--- config.mk ---
export PLATFORM = sky130hd
export DESIGN_NAME = divider_frac_pipe
export DESIGN_NICKNAME = d
export VERILOG_FILES = /design/src/rtl/div_pkg.sv /design/src/rtl/divider_frac_stage.sv /design/src/rtl/divider_frac_pipe.sv
export SDC_FILE = /design/constraint.sdc
export NUM_CORES = 2
export LEC_CHECK = 0
export CORE_ASPECT_RATIO = 1.4
export CORE_MARGIN = 1.5
export CORE_UTILIZATION = 45
export CTS_BUF_LIST = sky130_fd_sc_hd__clkbuf_8
export CTS_CLUSTER_DIAMETER = 200
export DETAILED_ROUTE_END_ITERATION = 6
export DONT_BUFFER_PORTS = 1
export PLACE_DENSITY_LB_ADDON = 0.15
export SYNTH_ARGS = -nofsm -noshare
export SYNTH_HDL_FRONTEND = slang
export SYNTH_SLANG_ARGS = --single-unit
--- constraint.sdc ---
create_clock -name clk -period 61.8 [get_ports clk]
set_input_delay 3.09 -clock clk [delete_from_list [all_inputs] [get_ports clk]]
set_output_delay 3.09 -clock clk [all_outputs]
set_load 0.05 [all_outputs]
--- src/rtl/div_pkg.sv ---
// Shared widths and the single restoring-division step used by every pipeline stage.
package div_pkg;

    // Widest divisor the step function handles (M + 1 must not exceed STEP_W).
    localparam int STEP_W = 32;

    typedef struct packed {
        logic              qbit;
        logic [STEP_W:0]   rem;
    } step_t;

    function automatic int calc_qw(input int n, input int frac);
        return n + frac;
    endfunction

    function automatic int calc_lat(input int n, input int frac);
        return n + frac;
    endfunction

    // Shift one dividend bit into the partial remainder, then compare and restore.
    function automatic step_t div_step(
        input logic [STEP_W-1:0] rem,
        input logic              din,
        input logic [STEP_W-1:0] dvs
    );
        logic [STEP_W:0] sh;
        logic [STEP_W:0] dv_ext;
        step_t           res;
        sh     = {rem, din};
        dv_ext = {1'b0, dvs};
        if (sh >= dv_ext) begin
            res.qbit = 1'b1;
            res.rem  = sh - dv_ext;
        end else begin
            res.qbit = 1'b0;
            res.rem  = sh;
        end
        return res;
    endfunction

endpackage

--- src/rtl/divider_frac_stage.sv ---
// One registered restoring-division step: consumes dividend bit IDX and produces quotient bit IDX.
module divider_frac_stage
    import div_pkg::*;
#(
    parameter int M     = 11,
    parameter int TAG_W = 4,
    parameter int QW    = 27,
    parameter int IDX   = 0
) (
    input  logic             clk,
    input  logic             rstn,
    input  logic             i_adv,
    input  logic             i_vld,
    input  logic [M-1:0]     i_rem,
    input  logic [QW-1:0]    i_d,
    input  logic [QW-1:0]    i_q,
    input  logic [M-1:0]     i_dvs,
    input  logic [TAG_W-1:0] i_tag,
    input  logic             i_zero,
    output logic             o_vld,
    output logic [M-1:0]     o_rem,
    output logic [QW-1:0]    o_d,
    output logic [QW-1:0]    o_q,
    output logic [M-1:0]     o_dvs,
    output logic [TAG_W-1:0] o_tag,
    output logic             o_zero
);

    step_t            w_step;
    logic             w_unused;

    logic             r_vld;
    logic [M-1:0]     r_rem;
    logic [QW-1:0]    r_d;
    logic [QW-1:0]    r_q;
    logic [M-1:0]     r_dvs;
    logic [TAG_W-1:0] r_tag;
    logic             r_zero;

    assign w_step = div_step(STEP_W'(i_rem), i_d[IDX], STEP_W'(i_dvs));

    // Remainder stays below the divisor, so the upper step bits are always zero for valid beats.
    assign w_unused = ^{w_step.rem[STEP_W:M], i_q[IDX]};

    always_ff @(posedge clk or negedge rstn) begin
        if (!rstn) begin
            r_vld <= 1'b0;
        end else if (i_adv) begin
            r_vld <= i_vld;
        end
    end

    always_ff @(posedge clk) begin
        if (i_adv) begin
            r_rem     <= w_step.rem[M-1:0];
            r_d       <= i_d;
            r_q       <= i_q;
            r_q[IDX]  <= w_step.qbit;
            r_dvs     <= i_dvs;
            r_tag     <= i_tag;
            r_zero    <= i_zero;
        end
    end

    assign o_vld  = r_vld;
    assign o_rem  = r_rem;
    assign o_d    = r_d;
    assign o_q    = r_q;
    assign o_dvs  = r_dvs;
    assign o_tag  = r_tag;
    assign o_zero = r_zero;

endmodule

--- src/rtl/divider_frac_pipe.sv ---
// Fully pipelined unsigned restoring divider with fractional quotient, valid/ready flow control and tag sideband.
module divider_frac_pipe
    import div_pkg::*;
#(
    parameter  int N     = 19,
    parameter  int M     = 11,
    parameter  int FRAC  = 8,
    parameter  int TAG_W = 4,
    localparam int QW    = calc_qw(N, FRAC),
    localparam int LAT   = calc_lat(N, FRAC)
) (
    input  logic             clk,
    input  logic             rstn,
    input  logic             in_valid,
    output logic             in_ready,
    input  logic [N-1:0]     dividend,
    input  logic [M-1:0]     divisor,
    input  logic [TAG_W-1:0] in_tag,
    output logic             out_valid,
    input  logic             out_ready,
    output logic [QW-1:0]    quotient,
    output logic [M-1:0]     remainder,
    output logic [TAG_W-1:0] out_tag,
    output logic             div_zero,
    output logic             busy
);

    logic             w_adv;
    logic             w_unused;

    logic [LAT:0]     w_vld;
    logic [M-1:0]     w_rem  [LAT+1];
    logic [QW-1:0]    w_d    [LAT+1];
    logic [QW-1:0]    w_q    [LAT+1];
    logic [M-1:0]     w_dvs  [LAT+1];
    logic [TAG_W-1:0] w_tag  [LAT+1];
    logic             w_zero [LAT+1];

    logic             r_vld_p0;
    logic [QW-1:0]    r_d_p0;
    logic [M-1:0]     r_dvs_p0;
    logic [TAG_W-1:0] r_tag_p0;
    logic             r_zero_p0;

    // The whole pipe moves as one; a stalled output freezes every stage.
    assign w_adv    = !out_valid || out_ready;
    assign in_ready = w_adv;

    // ---- stage 0: input register ----
    always_ff @(posedge clk or negedge rstn) begin
        if (!rstn) begin
            r_vld_p0 <= 1'b0;
        end else if (w_adv) begin
            r_vld_p0 <= in_valid;
        end
    end

    always_ff @(posedge clk) begin
        if (w_adv) begin
            r_d_p0    <= QW'(dividend) << FRAC;
            r_dvs_p0  <= divisor;
            r_tag_p0  <= in_tag;
            r_zero_p0 <= (divisor == '0);
        end
    end

    assign w_vld[0]  = r_vld_p0;
    assign w_rem[0]  = '0;
    assign w_d[0]    = r_d_p0;
    assign w_q[0]    = '0;
    assign w_dvs[0]  = r_dvs_p0;
    assign w_tag[0]  = r_tag_p0;
    assign w_zero[0] = r_zero_p0;

    // ---- stages 1..LAT: one quotient bit each, MSB first ----
    for (genvar gi = 1; gi <= LAT; gi++) begin : g_stage
        divider_frac_stage #(
            .M     (M),
            .TAG_W (TAG_W),
            .QW    (QW),
            .IDX   (QW - gi)
        ) u_stage (
            .clk    (clk),
            .rstn   (rstn),
            .i_adv  (w_adv),
            .i_vld  (w_vld[gi-1]),
            .i_rem  (w_rem[gi-1]),
            .i_d    (w_d[gi-1]),
            .i_q    (w_q[gi-1]),
            .i_dvs  (w_dvs[gi-1]),
            .i_tag  (w_tag[gi-1]),
            .i_zero (w_zero[gi-1]),
            .o_vld  (w_vld[gi]),
            .o_rem  (w_rem[gi]),
            .o_d    (w_d[gi]),
            .o_q    (w_q[gi]),
            .o_dvs  (w_dvs[gi]),
            .o_tag  (w_tag[gi]),
            .o_zero (w_zero[gi])
        );
    end

    assign w_unused = ^{w_d[LAT], w_dvs[LAT]};

    // ---- output mapping: last-stage registers gated by their valid bit ----
    assign out_valid = w_vld[LAT];
    assign quotient  = !out_valid ? '0 : (w_zero[LAT] ? '1 : w_q[LAT]);
    assign remainder = (out_valid && !w_zero[LAT]) ? w_rem[LAT] : '0;
    assign out_tag   = out_valid ? w_tag[LAT] : '0;
    assign div_zero  = out_valid && w_zero[LAT];
    assign busy      = |w_vld;

endmodule

==> impl_results.md <==
- Synth Instances: 3870
- M1 GR Usage: 0.1463
- Clock Sinks: 1330
- Initial cell density of the core: 0.4538
- Io pins: 84
- GRT busiest layer: met2
- Synthesis-stage register bit count: 1330
- Yosys top cell area share: 0.6761
- Clock-pin transition on the worst setup and hold timing paths: 0.06 ns
- ANT nets after route: 0
- Vias per std cell: 5.151
- Synth area leaders: edfxtp_1 (68%), ha_1 (6.2%), mux2_2 (3.4%), inv_1 (2.4%), o21ai_0 (1.6%)
- Outcome: finished, final reports clean
- Core Rows: 155
- First-pass GRT wire length: 152.6 mm
- Tightest Pin Transition: 1.159 ns
- Crit path kind: input port to flop
- Die height: 427.1 um
- Final Max Tran Viols: 0
- Deepest clock path buffer count: 3
- Gpl congestion: 0.8127
- Fillcell total: 10790
- CP arrival: 8.01 ns
- EDFF count, synth: 1302
- Final wirelength: 95.60 mm
- Hpwl dp: 63.99 mm
- Setup total negative slack: 0 ns
- Fmax: 133.3 MHz
- Library cells used by synthesis: 76
- Clk_lat worst skew: 0.91 ns
- All-Layer GR Usage: 0.1468
- PostCTS Resize Cnt: 0
- 1st-iter DRT viols: 1518
- Buffers on Ports: 0
- CP max FO: 84
- Num CTS Buffers: 206
- Avg Inst Size Synth: 14.94 um2
- Area delta synth->final: 10.21%
- Post-synth top cells: edfxtp_1 (1302), inv_1 (365), ha_1 (288), nand2_1 (221), o21ai_0 (190)
- Synth async-reset ratio: 0.02105
- Drt pass-1 iters: 5
- Met2 Use GR: 0.2827
- Ys Warns: 0
- Die X: 306.0 um
- CTS tree: done
- Post-synthesis sequential area ratio: 0.6883
- Setup violators final: 0
- Layout net count: 4412
- Setup Skew: 0.02954 ns
- Share of cells above drive strength 1: 0.1180
- Ys flop type: edfxtp_1
- GRT overflow: 0
- Req. time, crit path: 62.30 ns
- Global routing usage on met3: 0.03229
- Fin. Hold Viols: 0
- Max-cap viol count: 0
- Final period utilization: 0.1214
- RSZ-0062 raised after global routing: no
- Syn_nets: 4222
- Dominant cell type by area after synthesis: edfxtp_1
- Setup crit end kind: flop
- Total number of vias: 30220
- Postcts setup bufs: 0
- DR WL/cell: 16.29 um
- Die ar.: 0.1307 mm2
- Mapped cell area: 0.05782 mm2
- Critical Path Source Type: input port
- Worst slew margin: 0.2277
- Remaining routing DRC violations: 0
- Largest net degree at the start of global routing: 194
- Number of global-route vias before repair: 31220
- Final min period: 7.501 ns
- Core ar.: 0.1274 mm2
- Hold_buf cts: 0
- CTS Root Cell: clkbuf_8
- Count leader, synth: edfxtp_1
- Initial antenna violation count: 4
- Hold Path Class: flop to flop
- H-Tree Level Count: 4
worst max-delay path, cell delays in order:
cell and delay (ns):
nand2b_4 0.34, buf_4 0.47, buf_4 0.62, buf_4 0.73, buf_4 0.86, buf_4 0.82, buf_4 0.91
path summary, 6_finish.rpt:
| check | startpoint | cells past startpoint | to | slack, ns |
|---|---|---|---|---|
| worst max-delay path | out_ready | 7 | g_stage[17].u_stage.o_q[12]$_DFFE_PP_ | 54.30 |
| worst min-delay path | g_stage[6].u_stage.o_tag[2]$_DFFE_PP_ | 0 | g_stage[7].u_stage.o_tag[2]$_DFFE_PP_ | 0.41 |
| worst max register to register | g_stage[27].u_stage.o_vld$_DFFE_PN0P_ | 7 | g_stage[17].u_stage.o_q[12]$_DFFE_PP_ | 55.87 |
| worst min register to register | g_stage[6].u_stage.o_tag[2]$_DFFE_PP_ | 0 | g_stage[7].u_stage.o_tag[2]$_DFFE_PP_ | 0.41 |
| max in group asynchronous | rstn | 0 | g_stage[27].u_stage.o_vld$_DFFE_PN0P_ | 59.82 |
| min in group asynchronous | rstn | 0 | g_stage[17].u_stage.o_vld$_DFFE_PN0P_ | 1.89 |
flip-flops by register name, indices dropped and copies added, names as in the netlist:
name / flops
g_stage.u_stage.o_q: 378
g_stage.u_stage.o_rem: 297
g_stage.u_stage.o_dvs: 286
g_stage.u_stage.o_d: 171
g_stage.u_stage.o_tag: 108
g_stage.u_stage.o_vld: 27
g_stage.u_stage.o_zero: 27
r_d_p0: 19
r_dvs_p0: 11
r_tag_p0: 4
r_vld_p0: 1
r_zero_p0: 1
area by class of cell:
type	instances	area, um2	area share
multi-input combinational	2129	16370	0.2569
antenna	1	2.502	0.00003927
tap	1648	2062	0.03236
clock inverter	153	930.9	0.01461
timing repair buffer	28	247.7	0.003887
clock buffer	214	2945	0.04622
sequential	1330	39800	0.6245
inverter	365	1370	0.02150
per-stage QoR:
stage                     hold WS (ns)  utilization  std cells  setup WS (ns)  instance area (um2)
after floorplan                 0.4003            -       3870          18.17                57820
after global placement          0.4003       0.4697       5499          53.30                59840
after detailed placement        0.4045       0.4697       5499          53.20                59840
after CTS                       0.4092       0.5001       5866          54.21                63720
after global routing            0.4142       0.5002       5868          53.86                63730
final                           0.4095       0.5002       5868          54.30                63730
layout by cell type (no fill, tap or decap), types with 45 or more instances in the layout:
cell         n
xor2_1      89
mux2_2     177
a21o_1      45
clkinv_1    55
clkbuf_8   214
nor2b_1     56
xnor2_1    104
o21a_1      69
edfxtp_1  1302
nand2b_1    52
nor3_1      67
nand2_1    221
nor2_1     124
a21oi_1    159
inv_1      419
o21ai_0    190
ha_1       288
cells by family after synthesis:
| logic type | count (synthesis) | synth area share |
|---|---|---|
| adder cells (fa/ha/maj) | 314 | 0.07132 |
| buffers and inverters | 411 | 0.02878 |
| XOR/XNOR | 193 | 0.02923 |
| multiplexers | 220 | 0.04252 |
| flip-flops | 1330 | 0.6883 |
| AO/OA/AOI/OAI | 686 | 0.07740 |
| AND/OR/NAND/NOR | 716 | 0.06249 |
layer usage:
layer	wire, um	vias to the layer above
met4	3852	4
met1	35580	14570
li1	-	14910
met2	52720	490
met3	3416	253
met5	27	-
Power is not shown: default switching activity piles up to over one toggle a cycle in this logic, so the estimate is an artifact.
